**src/rtl/conv_rd_arb_if.sv**
```systemverilog
`default_nettype none
// ============================================================================
// Module      : conv_rd_arb_req_if / conv_rd_arb_bus_if
// Description : Signal bundles for the convolution read-channel arbiter.
//               conv_rd_arb_req_if : one read requester (address + data
//                                    return + busy status).
//               conv_rd_arb_bus_if : shared bus read port (address channel
//                                    plus returning read beats).
//               master modport = side that issues addresses,
//               slave modport  = side that accepts them.
// Revision    : 1.0 - initial release
// ============================================================================

interface conv_rd_arb_req_if;
    logic        arvalid;
    logic        arready;
    logic [27:0] araddr;
    logic [3:0]  arlen;
    logic        aruserap;
    logic        rvalid;
    logic        rlast;
    logic [31:0] rdata;
    logic        busy;

    modport master (
        output arvalid, araddr, arlen, aruserap,
        input  arready, rvalid, rlast, rdata, busy
    );

    modport slave (
        input  arvalid, araddr, arlen, aruserap,
        output arready, rvalid, rlast, rdata, busy
    );
endinterface

interface conv_rd_arb_bus_if;
    logic        arvalid;
    logic        arready;
    logic [27:0] araddr;
    logic [3:0]  arlen;
    logic [3:0]  arusrid;
    logic        aruserap;
    logic        rvalid;
    logic        rlast;
    logic [3:0]  rid;
    logic [31:0] rdata;

    modport master (
        output arvalid, araddr, arlen, arusrid, aruserap,
        input  arready, rvalid, rlast, rid, rdata
    );

    modport slave (
        input  arvalid, araddr, arlen, arusrid, aruserap,
        output arready, rvalid, rlast, rid, rdata
    );
endinterface

`default_nettype wire

```
**src/rtl/conv_rd_arb.sv**
```systemverilog
`default_nettype none
// ============================================================================
// Module      : conv_rd_arb
// Description : Shares one bus read port between the image-fetch requester
//               (m0) and the filter-fetch requester (m1). Address requests are
//               granted round-robin and tagged with a per-port ID; returning
//               beats are steered back by ID. Outstanding bursts are counted
//               per port and capped at MAX_OUT.
// Ports       : clk, rst_n (async, active-low)
//               m0, m1  : requester bundles (slave side)
//               bus     : shared bus read port (master side)
//               err_rid : sticky flag, beat with unknown ID or for a port with
//                         nothing outstanding
// Revision    : 1.0 - initial release
// ============================================================================

module conv_rd_arb #(
    parameter logic [3:0] ID0     = 4'd0,
    parameter logic [3:0] ID1     = 4'd1,
    parameter int         MAX_OUT = 4
) (
    input  wire logic          clk,
    input  wire logic          rst_n,
    conv_rd_arb_req_if.slave   m0,
    conv_rd_arb_req_if.slave   m1,
    conv_rd_arb_bus_if.master  bus,
    output logic               err_rid
);

    localparam logic [3:0] c_max_out = 4'(MAX_OUT);

    typedef enum logic [0:0] {
        S_IDLE  = 1'b0,
        S_ISSUE = 1'b1
    } state_t;

    state_t      r_state;
    state_t      w_state_nxt;

    logic        r_ptr;          // port preferred when both are eligible
    logic        r_gnt;          // port owning the address in flight
    logic [3:0]  r_cnt0, r_cnt1;
    logic        r_busy0, r_busy1;
    logic [27:0] r_araddr;
    logic [3:0]  r_arlen;
    logic [3:0]  r_arusrid;
    logic        r_aruserap;
    logic        r_rvalid0, r_rvalid1;
    logic        r_rlast0, r_rlast1;
    logic [31:0] r_rdata0, r_rdata1;
    logic        r_err;

    logic        w_elig0, w_elig1;
    logic        w_grant, w_sel, w_hs;
    logic        w_hit0, w_hit1;
    logic        w_inc0, w_inc1, w_dec0, w_dec1;
    logic        w_err;

    // ------------------------------------------------------------------
    // Arbitration FSM, next state and grant
    // ------------------------------------------------------------------
    always_comb begin
        w_elig0     = m0.arvalid && (r_cnt0 < c_max_out);
        w_elig1     = m1.arvalid && (r_cnt1 < c_max_out);
        w_state_nxt = r_state;
        w_grant     = 1'b0;
        w_sel       = 1'b0;
        w_hs        = 1'b0;
        case (r_state)
            S_IDLE: begin
                // arready is combinational; gate with rst_n so it drops
                // the instant reset is applied.
                if ((w_elig0 || w_elig1) && rst_n) begin
                    w_grant     = 1'b1;
                    w_sel       = (w_elig0 && w_elig1) ? r_ptr : w_elig1;
                    w_state_nxt = S_ISSUE;
                end
            end
            S_ISSUE: begin
                if (bus.arready) begin
                    w_hs        = 1'b1;
                    w_state_nxt = S_IDLE;
                end
            end
            default: w_state_nxt = S_IDLE;
        endcase
    end

    always_ff @(posedge clk or negedge rst_n) begin
        if (!rst_n) begin
            r_state    <= S_IDLE;
            r_ptr      <= 1'b0;
            r_gnt      <= 1'b0;
            r_araddr   <= '0;
            r_arlen    <= '0;
            r_arusrid  <= '0;
            r_aruserap <= 1'b0;
        end else begin
            r_state <= w_state_nxt;
            if (w_grant) begin
                r_gnt      <= w_sel;
                r_araddr   <= w_sel ? m1.araddr   : m0.araddr;
                r_arlen    <= w_sel ? m1.arlen    : m0.arlen;
                r_aruserap <= w_sel ? m1.aruserap : m0.aruserap;
                r_arusrid  <= w_sel ? ID1         : ID0;
            end
            if (w_hs) begin
                r_ptr <= ~r_gnt;
            end
        end
    end

    // ------------------------------------------------------------------
    // Outstanding tracking and beat steering. Beats for a port with no
    // outstanding burst are dropped and flagged, as are unknown IDs.
    // ------------------------------------------------------------------
    always_comb begin
        w_hit0 = bus.rvalid && (bus.rid == ID0) && (r_cnt0 != 4'd0);
        w_hit1 = bus.rvalid && (bus.rid == ID1) && (r_cnt1 != 4'd0);
        w_inc0 = w_hs && !r_gnt;
        w_inc1 = w_hs &&  r_gnt;
        w_dec0 = w_hit0 && bus.rlast;
        w_dec1 = w_hit1 && bus.rlast;
        w_err  = bus.rvalid &&
                 (((bus.rid == ID0) && (r_cnt0 == 4'd0)) ||
                  ((bus.rid == ID1) && (r_cnt1 == 4'd0)) ||
                  ((bus.rid != ID0) && (bus.rid != ID1)));
    end

    always_ff @(posedge clk or negedge rst_n) begin
        if (!rst_n) begin
            r_cnt0    <= '0;
            r_cnt1    <= '0;
            r_busy0   <= 1'b0;
            r_busy1   <= 1'b0;
            r_rvalid0 <= 1'b0;
            r_rvalid1 <= 1'b0;
            r_rlast0  <= 1'b0;
            r_rlast1  <= 1'b0;
            r_rdata0  <= '0;
            r_rdata1  <= '0;
            r_err     <= 1'b0;
        end else begin
            // Simultaneous increment and decrement cancel out; the grant
            // path never lets a count exceed MAX_OUT.
            case ({w_inc0, w_dec0})
                2'b10:   r_cnt0 <= r_cnt0 + 4'd1;
                2'b01:   r_cnt0 <= r_cnt0 - 4'd1;
                default: r_cnt0 <= r_cnt0;
            endcase
            case ({w_inc1, w_dec1})
                2'b10:   r_cnt1 <= r_cnt1 + 4'd1;
                2'b01:   r_cnt1 <= r_cnt1 - 4'd1;
                default: r_cnt1 <= r_cnt1;
            endcase
            r_busy0   <= (r_cnt0 != 4'd0);
            r_busy1   <= (r_cnt1 != 4'd0);
            r_rvalid0 <= w_hit0;
            r_rvalid1 <= w_hit1;
            if (w_hit0) begin
                r_rlast0 <= bus.rlast;
                r_rdata0 <= bus.rdata;
            end
            if (w_hit1) begin
                r_rlast1 <= bus.rlast;
                r_rdata1 <= bus.rdata;
            end
            if (w_err) begin
                r_err <= 1'b1;
            end
        end
    end

    // ------------------------------------------------------------------
    // Outputs
    // ------------------------------------------------------------------
    assign m0.arready   = w_grant && !w_sel;
    assign m1.arready   = w_grant &&  w_sel;
    assign m0.rvalid    = r_rvalid0;
    assign m0.rlast     = r_rlast0;
    assign m0.rdata     = r_rdata0;
    assign m0.busy      = r_busy0;
    assign m1.rvalid    = r_rvalid1;
    assign m1.rlast     = r_rlast1;
    assign m1.rdata     = r_rdata1;
    assign m1.busy      = r_busy1;
    assign bus.arvalid  = (r_state == S_ISSUE);
    assign bus.araddr   = r_araddr;
    assign bus.arlen    = r_arlen;
    assign bus.arusrid  = r_arusrid;
    assign bus.aruserap = r_aruserap;
    assign err_rid      = r_err;

endmodule

`default_nettype wire

```
**src/flat_wrapper.sv**
```systemverilog
// flat-port wrapper written by rule: the top's interface ports become plain ports
module conv_rd_arb_flat 
#(
    parameter logic [3:0] ID0     = 4'd0,
    parameter logic [3:0] ID1     = 4'd1,
    parameter int         MAX_OUT = 4
)
  (clk, rst_n, err_rid, m0_arvalid, m0_araddr, m0_arlen, m0_aruserap, m0_arready, m0_rvalid, m0_rlast, m0_rdata, m0_busy, m1_arvalid, m1_araddr, m1_arlen, m1_aruserap, m1_arready, m1_rvalid, m1_rlast, m1_rdata, m1_busy, bus_arvalid, bus_araddr, bus_arlen, bus_arusrid, bus_aruserap, bus_arready, bus_rvalid, bus_rlast, bus_rid, bus_rdata);
  conv_rd_arb_req_if m0_i ();
  conv_rd_arb_req_if m1_i ();
  conv_rd_arb_bus_if bus_i ();
  input  wire logic clk;
  input  wire logic rst_n;
  output logic err_rid;
  input wire logic [$bits(m0_i.arvalid)-1:0] m0_arvalid;
  input wire logic [$bits(m0_i.araddr)-1:0] m0_araddr;
  input wire logic [$bits(m0_i.arlen)-1:0] m0_arlen;
  input wire logic [$bits(m0_i.aruserap)-1:0] m0_aruserap;
  output wire logic [$bits(m0_i.arready)-1:0] m0_arready;
  output wire logic [$bits(m0_i.rvalid)-1:0] m0_rvalid;
  output wire logic [$bits(m0_i.rlast)-1:0] m0_rlast;
  output wire logic [$bits(m0_i.rdata)-1:0] m0_rdata;
  output wire logic [$bits(m0_i.busy)-1:0] m0_busy;
  input wire logic [$bits(m1_i.arvalid)-1:0] m1_arvalid;
  input wire logic [$bits(m1_i.araddr)-1:0] m1_araddr;
  input wire logic [$bits(m1_i.arlen)-1:0] m1_arlen;
  input wire logic [$bits(m1_i.aruserap)-1:0] m1_aruserap;
  output wire logic [$bits(m1_i.arready)-1:0] m1_arready;
  output wire logic [$bits(m1_i.rvalid)-1:0] m1_rvalid;
  output wire logic [$bits(m1_i.rlast)-1:0] m1_rlast;
  output wire logic [$bits(m1_i.rdata)-1:0] m1_rdata;
  output wire logic [$bits(m1_i.busy)-1:0] m1_busy;
  output wire logic [$bits(bus_i.arvalid)-1:0] bus_arvalid;
  output wire logic [$bits(bus_i.araddr)-1:0] bus_araddr;
  output wire logic [$bits(bus_i.arlen)-1:0] bus_arlen;
  output wire logic [$bits(bus_i.arusrid)-1:0] bus_arusrid;
  output wire logic [$bits(bus_i.aruserap)-1:0] bus_aruserap;
  input wire logic [$bits(bus_i.arready)-1:0] bus_arready;
  input wire logic [$bits(bus_i.rvalid)-1:0] bus_rvalid;
  input wire logic [$bits(bus_i.rlast)-1:0] bus_rlast;
  input wire logic [$bits(bus_i.rid)-1:0] bus_rid;
  input wire logic [$bits(bus_i.rdata)-1:0] bus_rdata;
  assign m0_i.arvalid = m0_arvalid;
  assign m0_i.araddr = m0_araddr;
  assign m0_i.arlen = m0_arlen;
  assign m0_i.aruserap = m0_aruserap;
  assign m0_arready = m0_i.arready;
  assign m0_rvalid = m0_i.rvalid;
  assign m0_rlast = m0_i.rlast;
  assign m0_rdata = m0_i.rdata;
  assign m0_busy = m0_i.busy;
  assign m1_i.arvalid = m1_arvalid;
  assign m1_i.araddr = m1_araddr;
  assign m1_i.arlen = m1_arlen;
  assign m1_i.aruserap = m1_aruserap;
  assign m1_arready = m1_i.arready;
  assign m1_rvalid = m1_i.rvalid;
  assign m1_rlast = m1_i.rlast;
  assign m1_rdata = m1_i.rdata;
  assign m1_busy = m1_i.busy;
  assign bus_arvalid = bus_i.arvalid;
  assign bus_araddr = bus_i.araddr;
  assign bus_arlen = bus_i.arlen;
  assign bus_arusrid = bus_i.arusrid;
  assign bus_aruserap = bus_i.aruserap;
  assign bus_i.arready = bus_arready;
  assign bus_i.rvalid = bus_rvalid;
  assign bus_i.rlast = bus_rlast;
  assign bus_i.rid = bus_rid;
  assign bus_i.rdata = bus_rdata;
  conv_rd_arb #(.ID0(ID0), .ID1(ID1), .MAX_OUT(MAX_OUT)) u_core (.clk(clk), .rst_n(rst_n), .m0(m0_i), .m1(m1_i), .bus(bus_i), .err_rid(err_rid));
endmodule
```
**config.mk**
```make
export PLATFORM = sky130hd
export DESIGN_NAME = conv_rd_arb_flat
export DESIGN_NICKNAME = d
export VERILOG_FILES = /design/src/rtl/conv_rd_arb_if.sv /design/src/rtl/conv_rd_arb.sv /design/src/flat_wrapper.sv
export SDC_FILE = /design/constraint.sdc
export NUM_CORES = 1
export LEC_CHECK = 0
export ABC_AREA = 1
export ABC_CLOCK_PERIOD_IN_PS = 2100
export BUFFER_PORTS_ARGS = -buffer_cell sky130_fd_sc_hd__buf_2
export CELL_PAD_IN_SITES_DETAIL_PLACEMENT = 2
export CELL_PAD_IN_SITES_GLOBAL_PLACEMENT = 2
export CORE_MARGIN = 1
export CORE_UTILIZATION = 24
export DETAILED_ROUTE_END_ITERATION = 7
export PLACE_DENSITY_LB_ADDON = 0.12
export RECOVER_POWER = 25
export SYNTH_ARGS = -nofsm -noshare
export SYNTH_HDL_FRONTEND = slang
export SYNTH_SLANG_ARGS = --single-unit
```
**constraint.sdc**
```tcl
create_clock -name clk -period 2.1 [get_ports clk]
set_input_delay 0.42 -clock clk [delete_from_list [all_inputs] [get_ports clk]]
set_output_delay 0.42 -clock clk [all_outputs]
set_load 0.005 [all_outputs]
```
; ---- Word-level counts from Yosys, hierarchy flattened
; Cells that the tools add are included.
[word_totals]
ff_bits = 119
input_bits = 109
out_inout_bits = 111
word_cells = 78
[op_classes]
add_sub_neg = 4
magnitude_cmp = 2
n_eq_ne = 6
muxes = 15
bitwise_logic = 2
reduce_logical = 31
[op_table]
columns = cell, count
row1 = 28-bit two-way mux, 1
row2 = 1-bit logical AND, 18
row3 = 4-bit one-hot mux with 2 select lines, 2
row4 = 4-bit zero test, 3
row5 = 4-bit nonzero test, 3
row6 = 1-bit two-way mux, 10
row7 = 4-bit by 1-bit adder with 4-bit output (second input constant), 2
row8 = 4-bit by 3-bit < comparator with 1-bit output (second input constant), 2
row9 = 4-bit by 1-bit subtractor with 4-bit output (second input constant), 2
row10 = 2-bit by 1-bit equality test with 1-bit output (second input constant), 2
row11 = 2-bit equality test (second input constant), 2
row12 = 4-bit by 1-bit equality test with 1-bit output (second input constant), 1
row13 = 4-bit two-way mux, 1
row14 = 4-bit by 1-bit != test with 1-bit output (second input constant), 1
row15 = 2-bit nonzero test, 2
row16 = 1-bit logical OR, 3
row17 = 1-bit zero test, 2
row18 = 1-bit inverter, 2
row19 = 1-bit one-hot mux with 2 select lines, 1

; ---- Depth between registers and ports, before layout
[depth]
word_depth = 8
depth_mapped = 15
mapped_depth_nobuf = 15

; ---- Worst setup path before layout
; OpenSTA, ideal clock, no wires.
[synth_path]
path_kind = input-to-reg
start = input port bus_rid[2]
end = register u_core.r_cnt1[3]
setup_time_ns = 0.116
arrival_time_ns = 1.983
required_time_ns = 1.984
path_slack_ns = 0.001
cell_stages = 15
n_path_buf = 0
cell_sequence = inv_1 nand2_1 nor2_1 nand3_1 nor2_4 nand2_1 inv_1 ha_1 ha_1 a21oi_1 nand2_1 nand2_1 nand2_1 nand2_1 nand2_1
[synth_via]
elab_chain_len = 6
word_cells_on_any_way = 8
classes_between = eq/ne: 3 / mux: 1 / reduce/logical: 4
[synth_rtl]
columns = element, line
row1 = from (decl), flat_wrapper.sv:41  ; input wire logic [$bits(bus_i.rid)-1:0] bus_rid;
row2 = 4-bit by 1-bit equality test with 1-bit output *, conv_rd_arb.sv:119  ; w_hit1 = bus.rvalid && (bus.rid == ID1) && (r_cnt1 != 4'd0);
row3 = 1-bit logical AND * (2 in series), conv_rd_arb.sv:119
row4 = 1-bit logical AND *, conv_rd_arb.sv:123  ; w_dec1 = w_hit1 && bus.rlast;
row5 = 2-bit by 1-bit equality test with 1-bit output / 2-bit equality test (equally long branches), conv_rd_arb.sv:151  ; case ({w_inc1, w_dec1})
row6 = 4-bit one-hot mux with 2 select lines / 2-bit nonzero test (equally long branches), -
row7 = to (signal assigned), conv_rd_arb.sv:152  ; 2'b10: r_cnt1 <= r_cnt1 + 4'd1;
row8 = to (signal assigned), conv_rd_arb.sv:153  ; 2'b01: r_cnt1 <= r_cnt1 - 4'd1;
row9 = to (signal assigned), conv_rd_arb.sv:154  ; default: r_cnt1 <= r_cnt1;
row10 = to (decl), conv_rd_arb.sv:42  ; logic [3:0] r_cnt0, r_cnt1;
; Every way passes the cells marked *; elsewhere a longest branch is shown, timed or not.
; A chain may end at the register's enable or synchronous reset.

; ---- Worst setup path after layout
[layout_path]
start = register u_core.r_cnt1[2]
end = output port m0_arready
[layout_via]
elab_chain_len = 8
word_cells_on_any_way = 12
classes_between = order compare: 1 / mux: 5 / reduce/logical: 6
[layout_rtl]
columns = element, line
row1 = 4-bit by 3-bit < comparator with 1-bit output *, conv_rd_arb.sv:64  ; w_elig1 = m1.arvalid && (r_cnt1 < c_max_out);
row2 = 1-bit logical AND *, conv_rd_arb.sv:64
row3 = 1-bit logical AND / 1-bit logical OR (equally long branches), "conv_rd_arb.sv:75, conv_rd_arb.sv:73"
row4 = 1-bit two-way mux / 1-bit logical AND (equally long branches), "conv_rd_arb.sv:75, conv_rd_arb.sv:73"
row5 = 1-bit two-way mux, conv_rd_arb.sv:73  ; if ((w_elig0 || w_elig1) && rst_n) begin
row6 = 1-bit two-way mux, conv_rd_arb.sv:69  ; case (r_state)
row7 = 1-bit zero test, conv_rd_arb.sv:177  ; assign m0.arready = w_grant && !w_sel;
row8 = 1-bit logical AND *, conv_rd_arb.sv:177
row9 = to (decl), flat_wrapper.sv:19  ; output wire logic [$bits(m0_i.arready)-1:0] m0_arready;
; Marked as above.

==> flow_metrics.tcl <==
set metrics [dict create \
    core_area_mm2 0.0218 \
    synth_edf_count 0 \
    critPathCaptureType "output pin" \
    fin_total_pwr_mw 9.93 \
    drt_iter0_drc 163 \
    worstSetupPathType "flop to output pin" \
    cp-startpoint "u_core.r_cnt1[2]" \
    synth.distinct_cells 27 \
    syn_area_mm2 0.00534 \
    cap_violations 0 \
    fin_crit_sh_pct 96.9 \
    peakVddDrop_mv 0.343 \
    path_clk_slew_ns 0.06 \
    die_h_um 151 \
    wirelength_um 18800 \
    fmax_mhz 491 \
    multi_input_area_mm2 0.00203 \
    start_kind "flop" \
    relSlewSlack_pct 55.0 \
    yosys-top-cells-area "dfrtp_1 (54%), nand2_1 (22%), nand3_1 (6.8%)" \
    p_leak_nw 4.45 \
    gp_congestion 0.747 \
    cts.htree.levels 4 \
    synth_top_area_cell "dfrtp_1" \
    max_stage_delay_ns 0.40 \
    crit_chain "nor2_2 -> buf_4 -> nand2_4 -> nor2_4 -> nand2_4 -> inv_1 -> nor2_1 -> buf_2" \
    ys_seq_elements 115 \
    track_usage_pct 16.9 \
    slew_violations 0 \
    ant_nets 0 \
    synth_area_per_cell_um2 7.99 \
    drt-wirelength-per-cell_um 15.7 \
    drive_gt1_share_pct 33.2 \
    synth-async-reset-ratio_pct 100 \
    final_common_cell "nand2_1" \
    worstMarginPinSlew_ns 0.675 \
    grt_pass1_vias 5693 \
    dieArea_mm2 0.0228 \
    clock-sinks 115 \
    hold_violations 0 \
    status "finished with violations" \
    final_cell_mix "nand2_1 (316), buf_2 (215), dfrtp_1 (113), inv_1 (85), nand3_1 (70)" \
    finalSetupViolCount 0 \
    grt_pass1_wl_um 29400 \
    p_per_area_mw_per_mm2 1330 \
    reg2reg_to "u_core.r_cnt1[3]" \
    initial_core_util_pct 24.4 \
    path_common_cell "nand2_4" \
    fin_worst_skew_ns 0.0108 \
    fillCellCount 2549 \
    ctsHoldBuffers 0 \
    ios 220 \
    antenna_found_initial 1 \
    rsz0062_at_grt "yes" \
    period_minus_slack_ns 2.04 \
    cp_max_fo 3 \
    netlist.area_leader.share_pct 53.9 \
    drc_errors 1 \
    r2r_cells 14 \
    grt_max_degree 116 \
    via_count 5138 \
    clk_latency_ns 0.42 \
    cp.arrival_ns 1.62 \
    synthCells 668 \
    rrSetupSlack_ns 0.12 \
    overflow 0 \
    portBuffers 216 \
    cts_tree "built" \
    regArea_mm2 0.00288 \
    root_buffer "clkbuf_16" \
    ys_seq_area_share_pct 53.9 \
    numCtsBuffers 17 \
    clockBufferDepth 2 \
    setup-tns-final_ns 0 \
    dp_hpwl_um 13300 \
    synth_flop_cell "dfrtp_1" \
    via_per_inst 4.31 \
    fin_nets 1017 \
    hp-class "primary input to asynchronous set/reset pin" \
    fp.dieW_um 151 \
    yosys_warnings 0 \
    cp.required_ns 1.68 \
    crit_slowest_cell "dfrtp_1" \
    drtPass1Iterations 6 \
    worstReg2RegStart "u_core.r_cnt1[2]" \
    area_growth_pct 39.7 \
    rows 54 \
    diodes 0 \
    violations "design-rule violations" \
]
worst max-delay path: cells and delay by family (launching register included):
| family | cells | cell delay [ns] |
|---|---|---|
| and+or+nand+nor | 5 | 0.47 |
| DFF | 1 | 0.40 |
| buffers and inverters | 3 | 0.33 |
Yosys cell counts (all sizes together) (3+ instances only):
| library cell | count |
|---|---|
| buf | 30 |
| inv | 90 |
| a21oi | 3 |
| o21ai | 8 |
| nor2 | 8 |
| nand2 | 320 |
| ha | 6 |
| xor2 | 4 |
| nand3 | 75 |
| dfrtp | 115 |
repair_timing:
item                       CTS  global route
gates cloned                 0             0
hold endpoints to repair     0             0
setup endpoints to repair    5             4
buffers inserted             2             5
gates resized for setup      4            15
pin swaps                    1             5
sequential cells by signal, indices dropped and copies added (netlist names):
register	cells
u_core.m0.rdata	32
u_core.m1.rdata	32
u_core.bus.araddr	28
u_core.bus.arlen	4
u_core.r_cnt0	4
u_core.r_cnt1	4
u_core.bus.aruserap	1
u_core.bus.arvalid	1
u_core.err_rid	1
u_core.m0.busy	1
u_core.m0.rlast	1
u_core.m0.rvalid	1
u_core.m1.busy	1
u_core.m1.rlast	1
u_core.m1.rvalid	1
u_core.r_gnt	1
u_core.r_ptr	1
logic make-up after synthesis:
family | Yosys count | synth area share (%)
flip-flops | 115 | 53.9
other | 1 | 0.0703
AO/OA/AOI/OAI | 11 | 1.24
XOR/XNOR | 6 | 0.985
buffers and inverters | 121 | 9.99
AND/OR/NAND/NOR | 406 | 31.6
adder cells (fa/ha/maj) | 8 | 2.16
worst max path at each step:
stage	to	slack, ns	cells past startpoint
detailed placement	u_core.r_cnt1[3]	-0.36	16
finish	m0_arready	0.06	8
global placement	u_core.r_cnt1[3]	-0.09	16
floorplan	u_core.r_cnt1[3]	0.0006	15
global route	m0_arready	-0.03	8
CTS	u_core.r_cnt1[3]	-0.06	15
stage by stage:
| stage | std cells | hold WS (ns) | area [µm²] | util (%) | setup slack, ns |
|---|---|---|---|---|---|
| final | 1193 | 0.114 | 7450 | 34.1 | 0.0648 |
| after global routing | 1193 | 0.186 | 7450 | 34.1 | -0.0315 |
| after CTS | 1188 | 0.164 | 7320 | 33.6 | -0.0587 |
| after detailed placement | 1154 | 0.464 | 6740 | 30.9 | -0.360 |
| after floorplan | 670 | 0.124 | 5340 | - | 0.000591 |
| after global placement | 1154 | 0.449 | 6740 | 30.9 | -0.0941 |
where the power goes:
group          switching (mW)  internal, mW  leakage [nW]
clock                    1.11          1.63         0.269
sequential              0.596          3.22          1.45
combinational            1.90          1.48          2.73
total                    3.61          6.33          4.45
metal layers:
layer / global-route usage [%] / routed length (µm) / vias to the layer above
li1: - / - / 2466
met1: 20.7 / 8470 / 2488
met2: 28.0 / 8790 / 162
met3: 5.18 / 1300 / 20
met4: 5.90 / 209 / 2
met5: 0 / 13 / -
layout make-up:
| type | instances | share of cell area (%) |
|---|---|---|
| Clock buffer | 17 | 5.71 |
| Clock inverter | 15 | 1.80 |
| Inverter | 90 | 4.53 |
| Multi-Input combinational cell | 434 | 27.3 |
| Sequential cell | 115 | 38.7 |
| Tap cell | 280 | 4.70 |
| Timing Repair Buffer | 242 | 17.3 |
(Power assumes the default switching activity.)
